===== src/rtl/smg_pkg.sv =====
// Shared constants for the multiplexed seven-segment bus: segment codes, nibble codes, FSM states.
// Latency: none (package only).
// Backpressure: none.
package smg_pkg;

  // Active-low segment codes with dp (bit7) off; shared with the display driver
  localparam logic [7:0] SEG_0     = 8'hC0;
  localparam logic [7:0] SEG_1     = 8'hF9;
  localparam logic [7:0] SEG_2     = 8'hA4;
  localparam logic [7:0] SEG_3     = 8'hB0;
  localparam logic [7:0] SEG_4     = 8'h99;
  localparam logic [7:0] SEG_5     = 8'h92;
  localparam logic [7:0] SEG_6     = 8'h82;
  localparam logic [7:0] SEG_7     = 8'hF8;
  localparam logic [7:0] SEG_8     = 8'h80;
  localparam logic [7:0] SEG_9     = 8'h90;
  localparam logic [7:0] SEG_BLANK = 8'hFF;

  localparam logic [3:0] NIB_BLANK = 4'hA;
  localparam logic [3:0] NIB_ERR   = 4'hF;

  typedef enum logic [1:0] {ST_IDLE, ST_SETTLE, ST_HOLD} state_e;

  typedef struct packed {
    logic       vld;
    logic [2:0] idx;
  } scan_t;

  // Active-low one-hot digit select -> digit index; anything else is an invalid scan
  function automatic scan_t scan_decode(input logic [5:0] scan);
    scan_t r;
    r.vld = 1'b1;
    r.idx = 3'd0;
    case (scan)
      6'b111110: r.idx = 3'd0;
      6'b111101: r.idx = 3'd1;
      6'b111011: r.idx = 3'd2;
      6'b110111: r.idx = 3'd3;
      6'b101111: r.idx = 3'd4;
      6'b011111: r.idx = 3'd5;
      default:   r.vld = 1'b0;
    endcase
    return r;
  endfunction

endpackage


===== src/rtl/smg_seg_decode.sv =====
// Segment code -> nibble decoder; dp is ignored, blank maps to NIB_BLANK, unknown codes flag err.
// Latency: combinational.
// Backpressure: none.
module smg_seg_decode
  import smg_pkg::*;
(
  input  logic [7:0] seg_i,
  output logic [3:0] nib_o,
  output logic       err_o
);

  logic [7:0] seg_nodp;
  assign seg_nodp = {1'b1, seg_i[6:0]};

  // Table lookup with dp forced off
  always_comb begin
    nib_o = NIB_ERR;
    err_o = 1'b0;
    case (seg_nodp)
      SEG_0:     nib_o = 4'd0;
      SEG_1:     nib_o = 4'd1;
      SEG_2:     nib_o = 4'd2;
      SEG_3:     nib_o = 4'd3;
      SEG_4:     nib_o = 4'd4;
      SEG_5:     nib_o = 4'd5;
      SEG_6:     nib_o = 4'd6;
      SEG_7:     nib_o = 4'd7;
      SEG_8:     nib_o = 4'd8;
      SEG_9:     nib_o = 4'd9;
      SEG_BLANK: nib_o = NIB_BLANK;
      default:   err_o = 1'b1;
    endcase
  end

endmodule


===== src/rtl/smg_capture.sv =====
// Snoops the 6-digit scanned seven-segment bus and reassembles the displayed 24-bit value.
// Latency: 1 input reg + SETTLE cycles per digit, commit 1 cycle after the 6th digit is sampled.
// Backpressure: none; pure monitor, number_valid is a one-cycle pulse.
module smg_capture
  import smg_pkg::*;
#(
  parameter logic [15:0] SETTLE  = 16'd8,
  parameter logic [31:0] TIMEOUT = 32'd100000
) (
  input  logic        clk,
  input  logic        rst,
  input  logic [5:0]  scan_sig,
  input  logic [7:0]  smg_data,
  output logic [23:0] number_out,
  output logic        number_valid,
  output logic        digit_err,
  output logic        stalled
);

  logic [5:0]  scan_r_q, scan_l_q;
  logic [7:0]  data_r_q, data_l_q;
  state_e      state_q;
  logic [15:0] cnt_q;
  logic [31:0] stall_q;
  logic [5:0]  mask_q, mask_d;
  logic [23:0] shadow_q;

  scan_t       scan_info;
  logic        scan_chg, data_chg;
  logic [3:0]  dec_nib;
  logic        dec_err;
  logic        sample, commit, mask_clr, stall_hit;

  smg_seg_decode u_dec (
    .seg_i (data_r_q),
    .nib_o (dec_nib),
    .err_o (dec_err)
  );

  assign scan_info = scan_decode(scan_r_q);
  assign scan_chg  = (scan_r_q != scan_l_q);
  assign data_chg  = (data_r_q != data_l_q);
  assign stall_hit = !scan_chg && (stall_q == TIMEOUT - 32'd1);
  assign sample    = (state_q == ST_SETTLE) && scan_info.vld && !scan_chg && !data_chg &&
                     (cnt_q == SETTLE - 16'd1);
  assign commit    = (mask_q == 6'h3F);
  // An invalid scan outside SETTLE, or a frozen bus, abandons the partial frame
  assign mask_clr  = stall_hit || ((state_q != ST_SETTLE) && !scan_info.vld);

  // Next capture mask: commit empties it, a sample adds its digit, aborts win over both
  always_comb begin
    mask_d = commit ? 6'h00 : mask_q;
    if (sample) mask_d = mask_d | (6'b000001 << scan_info.idx);
    if (mask_clr) mask_d = 6'h00;
  end

  // Input registers plus one delayed copy for change detection
  always_ff @(posedge clk or posedge rst) begin
    if (rst) begin
      scan_r_q <= 6'h3F;
      scan_l_q <= 6'h3F;
      data_r_q <= 8'hFF;
      data_l_q <= 8'hFF;
    end else begin
      scan_r_q <= scan_sig;
      scan_l_q <= scan_r_q;
      data_r_q <= smg_data;
      data_l_q <= data_r_q;
    end
  end

  // Capture FSM, frame assembly, commit and stall watchdog
  always_ff @(posedge clk or posedge rst) begin
    if (rst) begin
      state_q      <= ST_IDLE;
      cnt_q        <= 16'd0;
      stall_q      <= 32'd0;
      mask_q       <= 6'h00;
      shadow_q     <= 24'h0;
      number_out   <= 24'h0;
      number_valid <= 1'b0;
      digit_err    <= 1'b0;
      stalled      <= 1'b0;
    end else begin
      number_valid <= 1'b0;
      digit_err    <= 1'b0;
      mask_q       <= mask_d;

      if (commit) begin
        number_out   <= shadow_q;
        number_valid <= 1'b1;
      end

      if (sample) begin
        shadow_q[{scan_info.idx, 2'b00} +: 4] <= dec_nib;
        digit_err <= dec_err;
      end

      if (scan_chg) begin
        stall_q <= 32'd0;
        stalled <= 1'b0;
      end else if (stall_q != TIMEOUT) begin
        stall_q <= stall_q + 32'd1;
        if (stall_hit) stalled <= 1'b1;
      end

      case (state_q)
        ST_IDLE: begin
          // While stalled, wait for the scan to move before capturing again
          if (scan_info.vld && !(stalled && !scan_chg)) begin
            state_q <= ST_SETTLE;
            cnt_q   <= 16'd0;
          end
        end
        ST_SETTLE: begin
          if (!scan_info.vld) begin
            state_q <= ST_IDLE;
          end else if (scan_chg || data_chg) begin
            cnt_q <= 16'd0;
          end else if (sample) begin
            state_q <= ST_HOLD;
            cnt_q   <= 16'd0;
          end else begin
            cnt_q <= cnt_q + 16'd1;
          end
        end
        ST_HOLD: begin
          if (!scan_info.vld) begin
            state_q <= ST_IDLE;
          end else if (scan_chg) begin
            state_q <= ST_SETTLE;
            cnt_q   <= 16'd0;
          end
        end
        default: state_q <= ST_IDLE;
      endcase

      if (stall_hit) state_q <= ST_IDLE;
    end
  end

endmodule


===== config.mk =====
export PLATFORM = sky130hd
export DESIGN_NAME = smg_capture
export DESIGN_NICKNAME = d
export VERILOG_FILES = /design/src/rtl/smg_pkg.sv /design/src/rtl/smg_seg_decode.sv /design/src/rtl/smg_capture.sv
export SDC_FILE = /design/constraint.sdc
export NUM_CORES = 1
export LEC_CHECK = 0
export CORE_MARGIN = 1.5
export CORE_UTILIZATION = 45
export CTS_BUF_LIST = sky130_fd_sc_hd__clkbuf_8
export DETAILED_ROUTE_END_ITERATION = 10
export PLACE_DENSITY = 0.71
export SLEW_MARGIN = 20
export SYNTH_ARGS = -nofsm -noshare
export SYNTH_HDL_FRONTEND = slang
export SYNTH_SLANG_ARGS = --single-unit

===== constraint.sdc =====
create_clock -name clk -period 6 [get_ports clk]
set_input_delay 1.2 -clock clk [delete_from_list [all_inputs] [get_ports clk]]
set_output_delay 1.2 -clock clk [all_outputs]
set_load 0.02 [all_outputs]

==> results.md <==
* Worst vdd ir at 0.000142 V
* Commonest non-fill, non-tap cell in the layout: dfrtp_1
* Critical Path Sink Type: flop
* Yosys reg bits at 135
* Fin util at 52.4%
* Syn Area/Cell at 10.2 sq um
* Root Buffer: clkbuf_8
* DR vias/cell at 5.61
* Layout cells sized above 1 at 15.6%
* CTS buffer count at 17
* Postcts setup bufs at 0
* Most frequent cells in the layout: dfrtp_1, nand2_1, nor2_1, clkdlybuf4s50_1, nand3_1
* Top FF cell, synth: dfrtp_1
* Max Root-Sink Buffers at 2
* Final Hold Viols at 0
* Syn Inst Count at 656
* Setup crit start kind: flop
* Synth async-reset ratio at 100%
* Nets@finish at 720
* Worst path bufs/invs at 1
* Met2 usage at 30.2%
* DIE WIDTH at 125 um
* Placer Congestion at 0.833
* CP Cell Sequence: xnor2_1, a211oi_2, inv_1, ha_1, ha_1, or4b_2, nor4_2, mux2_2
* Power density cells at 251 mW/mm^2
* Critical path class: reg -> reg
* Worst Skew at 0.0157 ns
* Syn Nets at 686
* CP required at 6.32 ns
* DIE HEIGHT at 125 um
* CTS tree: done
* Worst path slowest cell: dfstp_2
* Vias in the first global route at 4,842
* Layout area overhead at 13.9%
* CP arrival at 4.22 ns
* Unrepaired setup endpoints after global routing: no
* CP max FO at 12
* Post-synthesis sequential area ratio at 51.1%
* Most common cell on crit path: ha_1
* GRT Util Overall at 18.1%
* Hold buffer count at cts at 0
* Final worst path period share at 65.0%
* Post_cts resized at 0
* Core Box Area at 0.0145 sq mm
* Max Freq at 0.256 GHz
* Vias at 4,978
* Post-DRT Antenna Nets at 0
* DR pass1 iterations at 5
* Final instance area at 0.00761 sq mm
* Sink Count at 135
* Die ar. at 0.0156 sq mm
* Ant. Diodes at 0
* Setup violations, final at 0
* Clock transition at path regs at 0.08 ns
* Fin Setup TNS at 0 ns
* # DRC at 0
* Starting Density at 46.0%
* Worst hold slack at 0.392 ns
* Met1 GRT Util at 23.3%
* I/O pins at 43
* Synth Warn # at 0
* P_leak at 3.18 nW
* Max Cap Violations at 0
* CTS H-tree lvls at 4
* Met3 Track Usage GR at 4.64%
* Number of synthesized flops with an enable pin at 0
* First-pass GRT wire length at 23.2 mm
* Status: finished, final reports clean
* Row cnt at 44
* Most Used Layer, Global Route: met2
* Layout fillers at 1,282
* Synth cell types at 73
* Hold Path Class: reg -> reg
* Pin count of the biggest net entering global routing at 64
* CP delay by family, top: simple AND/OR/NAND/NOR gates
* HPWL Detailed at 9.56 mm
* Remaining Overflow, GRT at 0
* I/O Buffers at 42
* Max stage delay on crit path at 0.69 ns
* Initial DRC Count at 283
* Antenna violations before repair at 0
* Slew HR at 31.6%
* Final Max Slew Viols at 0
* Worst Tran Pin Value at 1.02 ns
* Placement Cell Area at 0.00720 sq mm
* Cell Area, Synth at 0.00668 sq mm
* Tmin final at 3.90 ns
* Wirelength per Cell at 15.3 um
* Total power at 1.91 mW
* Wirelength, routed at 13.5 mm
* Worst-skew pair later-pin latency at 0.45 ns
==> stage by stage <==
step / instances / setup slack (ns)
after detailed placement: 855 / 2.16
after global placement: 855 / 2.29
final: 887 / 2.10
after CTS: 887 / 2.11
after floorplan: 656 / 1.24
after global routing: 887 / 1.88
==> flip-flops by register name, indices dropped and copies added (netlist names) <==
name          flops
cnt_q            16
stall_q          32
scan_r_q          6
mask_q            6
digit_err         1
state_q           2
data_l_q          8
scan_l_q          6
stalled           1
number_out       24
number_valid      1
shadow_q         24
data_r_q          8
==> Yosys cell counts (all sizes together), types with 2 or more instances <==
cell type | n | area, sq um
mux2i | 14 | 140
dfstp | 28 | 736
or2 | 4 | 25.0
o21ai | 22 | 114
nand2b | 4 | 25.0
nand3b | 5 | 37.5
buf | 15 | 106
nor4b | 4 | 35.0
or4b | 3 | 30.0
ha | 14 | 175
nor3 | 18 | 90.1
nor2 | 53 | 206
and3 | 9 | 56.3
a2111oi | 2 | 23.8
o211ai | 2 | 20.0
nand4 | 15 | 100
inv | 24 | 90.1
nand2 | 95 | 359
nor3b | 4 | 30.0
or4 | 5 | 45.0
dfrtp | 107 | 2680
nand4b | 4 | 35.0
xor2 | 19 | 166
nand3 | 37 | 185
a31oi | 2 | 18.8
xnor2 | 23 | 209
a21oi | 22 | 110
a32oi | 5 | 43.8
a22oi | 2 | 15.0
clkbuf | 16 | 60.1
mux2 | 19 | 221
o211a | 2 | 20.0
a22o | 3 | 26.3
a211oi | 5 | 55.1
or3 | 11 | 68.8
a32o | 2 | 20.0
nor4 | 15 | 113
and4 | 5 | 43.8
==> worst register-to-register path, cell delays in order, from the launching register on <==
cell and delay [ns]:
dfstp_2 0.69, xnor2_1 0.14, a211oi_2 0.64, inv_1 0.23, ha_1 0.29, ha_1 0.36, or4b_2 0.65, nor4_2 0.42
mux2_2 0.39
==> where the power goes <==
| group | leakage, nW | internal [mW] | total [mW] | switching [mW] |
|---|---|---|---|---|
| logic | 1.21 | 0.0729 | 0.202 | 0.129 |
| clock network | 0.187 | 0.394 | 0.759 | 0.365 |
| registers | 1.79 | 0.931 | 0.950 | 0.0185 |
| total | 3.18 | 1.40 | 1.91 | 0.513 |
==> final timing paths <==
check	start	end	slack, ns	cells after the start
max	scan_r_q[5]	shadow_q[19]	2.10	8
min	data_r_q[7]	data_l_q[7]	0.39	0
max reg2reg	scan_r_q[5]	shadow_q[19]	2.10	8
min reg2reg	data_r_q[7]	data_l_q[7]	0.39	0
max in group asynchronous	rst	data_r_q[7]	3.72	3
min in group asynchronous	rst	shadow_q[13]	1.26	2
==> area by class of cell <==
cell class                      instances  area [sq um]  area share [%]
Clock buffer                           19           262            3.44
Clock inverter                         13           145            1.91
Inverter                               24          92.6            1.22
Multi-Input combinational cell        466          3020            39.6
Sequential cell                       135          3410            44.9
Tap cell                              184           230            3.03
Timing Repair Buffer                   46           450            5.92
==> metal layers <==
metal	vias to the layer above	part of all wire [%]
li1	2383	-
met1	2451	45
met2	128	49
met3	16	4.6
met4	0	1.3
met5	-	0
==> cell families after synthesis <==
kind of cell | count (synthesis) | share of synthesized area, %
simple gates | 294 | 22.7
flops | 135 | 51.1
compound gates | 83 | 8.73
buf+inv | 55 | 3.84
xor+xnor | 42 | 5.62
mux | 33 | 5.41
fa+ha+maj | 14 | 2.62
Power figures use the tool's default switching activity.
